$ cat config.mk
export PLATFORM = sky130hd
export DESIGN_NAME = mem_access_unit
export DESIGN_NICKNAME = d
export VERILOG_FILES = /design/src/rtl/mem_access_unit.sv
export SDC_FILE = /design/constraint.sdc
export NUM_CORES = 1
export LEC_CHECK = 0
export CORE_MARGIN = 5
export CORE_UTILIZATION = 44
export DETAILED_ROUTE_END_ITERATION = 7
export PLACE_DENSITY = 0.73
export SLEW_MARGIN = 20
export SYNTH_ARGS = -nofsm -noshare
export SYNTH_HDL_FRONTEND = slang
export SYNTH_SLANG_ARGS = --single-unit
$ cat constraint.sdc
create_clock -name clock -period 7.55 [get_ports clock]
set_input_delay 1.1325 -clock clock [delete_from_list [all_inputs] [get_ports clock]]
set_output_delay 1.1325 -clock clock [all_outputs]
set_load 0.01 [all_outputs]
$ cat src/rtl/mem_access_unit.sv
// Load/store access stage: validates a request, then performs a single-word read, write,
// or read-modify-write against a combinational-read data memory and returns a held response.
module mem_access_unit #(
  parameter int DEPTH = 5
) (
  input  logic        clock,
  input  logic        reset,
  input  logic        reqValid,
  output logic        reqReady,
  input  logic        reqWrite,
  input  logic [1:0]  reqSize,
  input  logic        reqSigned,
  input  logic [63:0] reqAddr,
  input  logic [63:0] reqData,
  output logic        rspValid,
  input  logic        rspReady,
  output logic [63:0] rspData,
  output logic        rspError,
  output logic        memRead,
  output logic        memWrite,
  output logic [63:0] memAddress,
  output logic [63:0] memWriteData,
  input  logic [63:0] memReadData
);

  typedef enum logic [1:0] {IDLE, READ, WRITE, RESP} state_t;

  localparam logic [63:0] DEPTH_W = 64'(DEPTH);

  state_t      state, state_next;
  logic        is_write;
  logic [1:0]  size;
  logic        is_signed;
  logic [63:0] addr;
  logic [63:0] data;
  logic [63:0] merged;
  logic [63:0] rsp_data;
  logic        rsp_error;
  logic        misaligned;
  logic        out_of_range;
  logic        req_error;
  logic [63:0] word_index;

  // Bit offset of the addressed lane within the 64-bit word (little-endian).
  function automatic logic [5:0] lane_offset(input logic [1:0] sz, input logic [2:0] a);
    case (sz)
      2'b00:   return {a, 3'b000};
      2'b01:   return {a[2:1], 4'b0000};
      2'b10:   return {a[2], 5'b00000};
      default: return 6'd0;
    endcase
  endfunction

  function automatic logic [63:0] lane_mask(input logic [1:0] sz);
    case (sz)
      2'b00:   return 64'h0000_0000_0000_00FF;
      2'b01:   return 64'h0000_0000_0000_FFFF;
      2'b10:   return 64'h0000_0000_FFFF_FFFF;
      default: return 64'hFFFF_FFFF_FFFF_FFFF;
    endcase
  endfunction

  function automatic logic [63:0] load_extend(input logic [63:0] word, input logic [1:0] sz,
                                              input logic sgn, input logic [2:0] a);
    logic [63:0]        lane;
    logic signed [7:0]  b;
    logic signed [15:0] h;
    logic signed [31:0] w;
    lane = word >> lane_offset(sz, a);
    b = lane[7:0];
    h = lane[15:0];
    w = lane[31:0];
    case (sz)
      2'b00:   return sgn ? 64'(b) : {56'd0, lane[7:0]};
      2'b01:   return sgn ? 64'(h) : {48'd0, lane[15:0]};
      2'b10:   return sgn ? 64'(w) : {32'd0, lane[31:0]};
      default: return word;
    endcase
  endfunction

  function automatic logic [63:0] store_merge(input logic [63:0] word, input logic [63:0] d,
                                              input logic [1:0] sz, input logic [2:0] a);
    logic [5:0]  sh;
    logic [63:0] m;
    sh = lane_offset(sz, a);
    m  = lane_mask(sz) << sh;
    return (word & ~m) | ((d << sh) & m);
  endfunction

  always_comb begin
    misaligned = ((reqSize == 2'b01) && reqAddr[0]) ||
                 ((reqSize == 2'b10) && (|reqAddr[1:0])) ||
                 ((reqSize == 2'b11) && (|reqAddr[2:0]));
    out_of_range = (reqAddr >> 3) >= DEPTH_W;
    req_error    = misaligned || out_of_range;
    word_index   = {3'b000, addr[63:3]};
  end

  always_comb begin
    state_next   = state;
    reqReady     = 1'b0;
    rspValid     = 1'b0;
    rspData      = 64'd0;
    rspError     = 1'b0;
    memRead      = 1'b0;
    memWrite     = 1'b0;
    memAddress   = 64'd0;
    memWriteData = 64'd0;
    case (state)
      IDLE: begin
        reqReady = !reset;
        if (reqValid) begin
          if (req_error)                            state_next = RESP;
          else if (reqWrite && (reqSize == 2'b11))  state_next = WRITE;
          else                                      state_next = READ;
        end
      end
      READ: begin
        memRead    = 1'b1;
        memAddress = word_index;
        state_next = is_write ? WRITE : RESP;
      end
      WRITE: begin
        memWrite     = 1'b1;
        memAddress   = word_index;
        memWriteData = merged;
        state_next   = RESP;
      end
      RESP: begin
        rspValid = 1'b1;
        rspData  = rsp_data;
        rspError = rsp_error;
        if (rspReady) state_next = IDLE;
      end
      default: state_next = IDLE;
    endcase
  end

  // Control: state register, the only thing reset needs to clear since all outputs decode from it.
  always_ff @(posedge clock or posedge reset) begin
    if (reset) state <= IDLE;
    else       state <= state_next;
  end

  // Datapath: request latch, load extension and store merge.
  always_ff @(posedge clock) begin
    case (state)
      IDLE: begin
        if (reqValid && !reset) begin
          is_write  <= reqWrite;
          size      <= reqSize;
          is_signed <= reqSigned;
          addr      <= reqAddr;
          data      <= reqData;
          merged    <= reqData;
          rsp_error <= req_error;
          rsp_data  <= 64'd0;
        end
      end
      READ: begin
        if (is_write) merged   <= store_merge(memReadData, data, size, addr[2:0]);
        else          rsp_data <= load_extend(memReadData, size, is_signed, addr[2:0]);
      end
      default: ;
    endcase
  end

endmodule
==> out/metrics.yaml <==
sta:
  setup_total_negative_slack_ps: 0
  timing.final.hold_violations: 0
  final.min_clock_period_ps: 3733
  setup_viol: 0
  final.setup.worst_slack_ps: 3817
  worst-slew-pin-transition_ps: 1068
  finalClockSkew_ps: 41.15
  final_worst_path_period_share: 0.4944
  fmax_ghz: 0.2679
  grt_setup_unrepaired: "no"
  tightest_slew_margin_relative_to_the_limit: 0.2857
  slew_viol_final: 0
critical_path:
  regToRegStartpoint: "size[1]$_DFFE_PP_"
  critical_path_required_ps: 6420
  critical_path_peak_fanout: 62
  r2r_cells: 6
  worstSetupStartpoint: "state[0]$_DFFE_PP0P_"
  arrival_ps: 2600
  timing_worst_setup_path_type: "reg -> out"
  critPathCaptureType: "output port"
  crit_path_start_kind: "flop"
die:
  rows: 66
  fp.dieW_microns: 191.6
  floorplan.io_pins: 397
  start_util: 0.4459
  design.core.area_sq_um: 32540
  fp.dieArea_sq_um: 36700
  die_height_microns: 191.6
final_layout:
  final_net_count: 1757
  synthToLayoutAreaGrowth_pct: 35.32
  share_of_cells_above_drive_strength_1: 0.1131
  filler_cell_count: 2676
  insertedDiodeCount: 0
  final_design_area_no_fill_sq_um: 19630
  post_layout_nonfiller_instances: 2016
outcome:
  status: "complete, no violations"
clocking:
  insertion_delay_ps: 560
  clock_tree.root_cell: "sky130_fd_sc_hd__clkbuf_16"
  cts_buffer_depth: 3
  postCtsHoldBufs: 0
  tritoncts_num_sinks: 263
  inserted_clock_buffers: 28
  cts_resized: 0
  cts_max_level: 1
  post-cts-setup-buffer-count: 0
  cts.clk_slew.worst_paths_ps: 60
  tritoncts: "yes"
power_and_ir_drop:
  total_power_mw: 6.367
  leakage_nw: 7.036
  vdd.ir_drop.worst_v: 0.0002211
  power-per-cell-area_nw_per_um2: 324.4
yosys:
  flip_flop_and_latch_count_after_synthesis: 263
  synth_enable_flop_cells: 261
  ys_async_rst_share: 0.007605
  synth_cell_types: 66
  synth_flop_cell: "sky130_fd_sc_hd__edfxtp_1"
  ys.warnings.count: 0
  synth_sequential_area_ratio: 0.5437
  post_synth_instance_area_sq_um: 14510
  synthCells: 1208
  synthesis.area_per_instance_sq_um: 12.01
drt:
  firstDrtPassIters: 5
  met3RoutedLength_mm: 4.973
  post_drt_via_cell_ratio: 5.838
  detailedRoute.firstIterationViolations: 1285
  route.vias.total: 11770
  avgRoutedWirePerCell_microns: 26.17
  postRouteAntennaNets: 0
  met2RoutedLength_mm: 24.69
  route.detailed.drc: 0
  detail_route.wirelength_mm: 52.75
  maxUsedRoutingLayer: "met5"
  detail_route.wirelength.met1_mm: 21.56
grt:
  grt_overflow: 0
  grt_pass1_vias: 11310
  global_route.usage.total: 0.2790
  grt_start_max_net_pins: 81
  antenna_violations_before_repair: 3
  grt_first_pass_wirelength_mm: 76.12
placed_design:
  dpl-instance-area_sq_um: 18710
  place.gp.congestion: 0.9859
  placement.setup.worst_slack_ps: 3602
  port_buffers: 393
  detailed_placer_s_ending_hpwl_mm: 39.40
  dp_cells: 1964
hold_path:
  hold_path_startpoint: "state[1]$_DFFE_PP0P_"
  worst_hold_path.num_cells: 2
  holdCritPathClass: "reg -> reg"
flow_run:
  cap_viol_max_count: 0
kinds of logic (layout without fill, tap and decap cells):
kind of cell | count (synthesis) | count (layout) | share of synthesized area
other cells | 1 | 3 | 0.0002585
fa+ha+maj | 5 | 5 | 0.004313
compound gates | 238 | 238 | 0.1125
simple gates | 450 | 450 | 0.1610
mux | 137 | 137 | 0.1412
flops | 263 | 263 | 0.5437
buf+inv | 114 | 478 | 0.03700
path summary, 6_finish.rpt:
path                                        end  slack [ps]
min                        state[1]$_DFFE_PP0P_         570
min reg2reg                state[1]$_DFFE_PP0P_         570
max in group asynchronous  state[1]$_DFFE_PP0P_        6630
max reg2reg                merged[29]$_DFFE_PP_        3970
min in group asynchronous  state[0]$_DFFE_PP0P_         790
max                              memAddress[32]        3820
critical path: stages, from the launching register on:
cell	delay (ps)
sky130_fd_sc_hd__dfrtp_1	450
sky130_fd_sc_hd__inv_1	110
sky130_fd_sc_hd__ha_1	280
sky130_fd_sc_hd__buf_4	410
sky130_fd_sc_hd__and2_1	210
sky130_fd_sc_hd__clkdlybuf4s50_1	570
synthesized netlist by cell type (7+ instances only):
cell                       number  area, sq um
sky130_fd_sc_hd__edfxtp_1     261         7838
sky130_fd_sc_hd__and2_1       193         1207
sky130_fd_sc_hd__nand2_1      113        424.2
sky130_fd_sc_hd__nor2_1        78        292.8
sky130_fd_sc_hd__a21oi_1       76        380.4
sky130_fd_sc_hd__clkbuf_1      56        210.2
sky130_fd_sc_hd__mux2i_1       49        490.5
sky130_fd_sc_hd__mux4_2        49         1104
sky130_fd_sc_hd__mux2_2        38        427.9
sky130_fd_sc_hd__o21ai_0       35        175.2
sky130_fd_sc_hd__a21o_1        32        240.2
sky130_fd_sc_hd__buf_2         21        105.1
sky130_fd_sc_hd__a31oi_1       18        112.6
sky130_fd_sc_hd__nand3_1       18        90.09
sky130_fd_sc_hd__nor4_1        17        106.4
sky130_fd_sc_hd__inv_1         14        52.55
sky130_fd_sc_hd__a221o_1        9        90.09
sky130_fd_sc_hd__nor3_1         9        45.04
sky130_fd_sc_hd__o221ai_1       9        78.83
sky130_fd_sc_hd__buf_4          8        60.06
sky130_fd_sc_hd__a31o_2         7        61.31
sky130_fd_sc_hd__buf_1          7        26.28
sky130_fd_sc_hd__o2111a_1       7        78.83
metal layers:
metal	track usage	vias to the layer above
met2	0.4389	681
met3	0.05834	96
met5	0	-
met4	0.07320	6
li1	-	5222
met1	0.3982	5764
cells in the final DEF (no fill, tap or decap), types with 14 or more instances in the layout:
cell | synthesis | routed
sky130_fd_sc_hd__a21o_1 | 32 | 32
sky130_fd_sc_hd__a21oi_1 | 76 | 75
sky130_fd_sc_hd__a31oi_1 | 18 | 18
sky130_fd_sc_hd__and2_1 | 193 | 193
sky130_fd_sc_hd__buf_4 | 8 | 17
sky130_fd_sc_hd__clkbuf_16 | 0 | 29
sky130_fd_sc_hd__clkdlybuf4s50_1 | 0 | 393
sky130_fd_sc_hd__edfxtp_1 | 261 | 261
sky130_fd_sc_hd__inv_1 | 14 | 14
sky130_fd_sc_hd__mux2_2 | 38 | 38
sky130_fd_sc_hd__mux2i_1 | 49 | 49
sky130_fd_sc_hd__mux4_2 | 49 | 49
sky130_fd_sc_hd__nand2_1 | 113 | 113
sky130_fd_sc_hd__nand3_1 | 18 | 18
sky130_fd_sc_hd__nor2_1 | 78 | 76
sky130_fd_sc_hd__nor4_1 | 17 | 17
sky130_fd_sc_hd__o21ai_0 | 35 | 35
sequential cells by signal, summed over array words and instances, names as in the netlist:
register	count
is_write	1
rsp_data	64
data	64
state	2
rsp_error	1
addr	64
size	2
is_signed	1
merged	64
per-stage QoR:
step,hold slack (ps),util
2_1_floorplan,500.1,-
3_3_place_gp,533.7,0.5750
3_5_place_dp,544.7,0.5750
4_1_cts,558.1,0.6029
5_1_grt,594.8,0.6033
6_report,573.6,0.6033
power by group:
part,internal [mW],switching [mW],total [mW]
sequential,2.10,0.127,2.23
clock,0.798,0.573,1.37
combinational,1.35,1.42,2.77
total,4.25,2.12,6.37
final cells by class:
cell class	count	area (sq um)	share of cell area
Multi-Input combinational cell	833	6161	0.3139
Clock inverter	20	170.2	0.008668
Sequential cell	263	7888	0.4018
Tap cell	442	553.0	0.02817
Timing Repair Buffer	410	4061	0.2069
Inverter	16	60.06	0.003059
Clock buffer	32	737.0	0.03754
No activity file was read; power rests on OpenSTA's default activity.
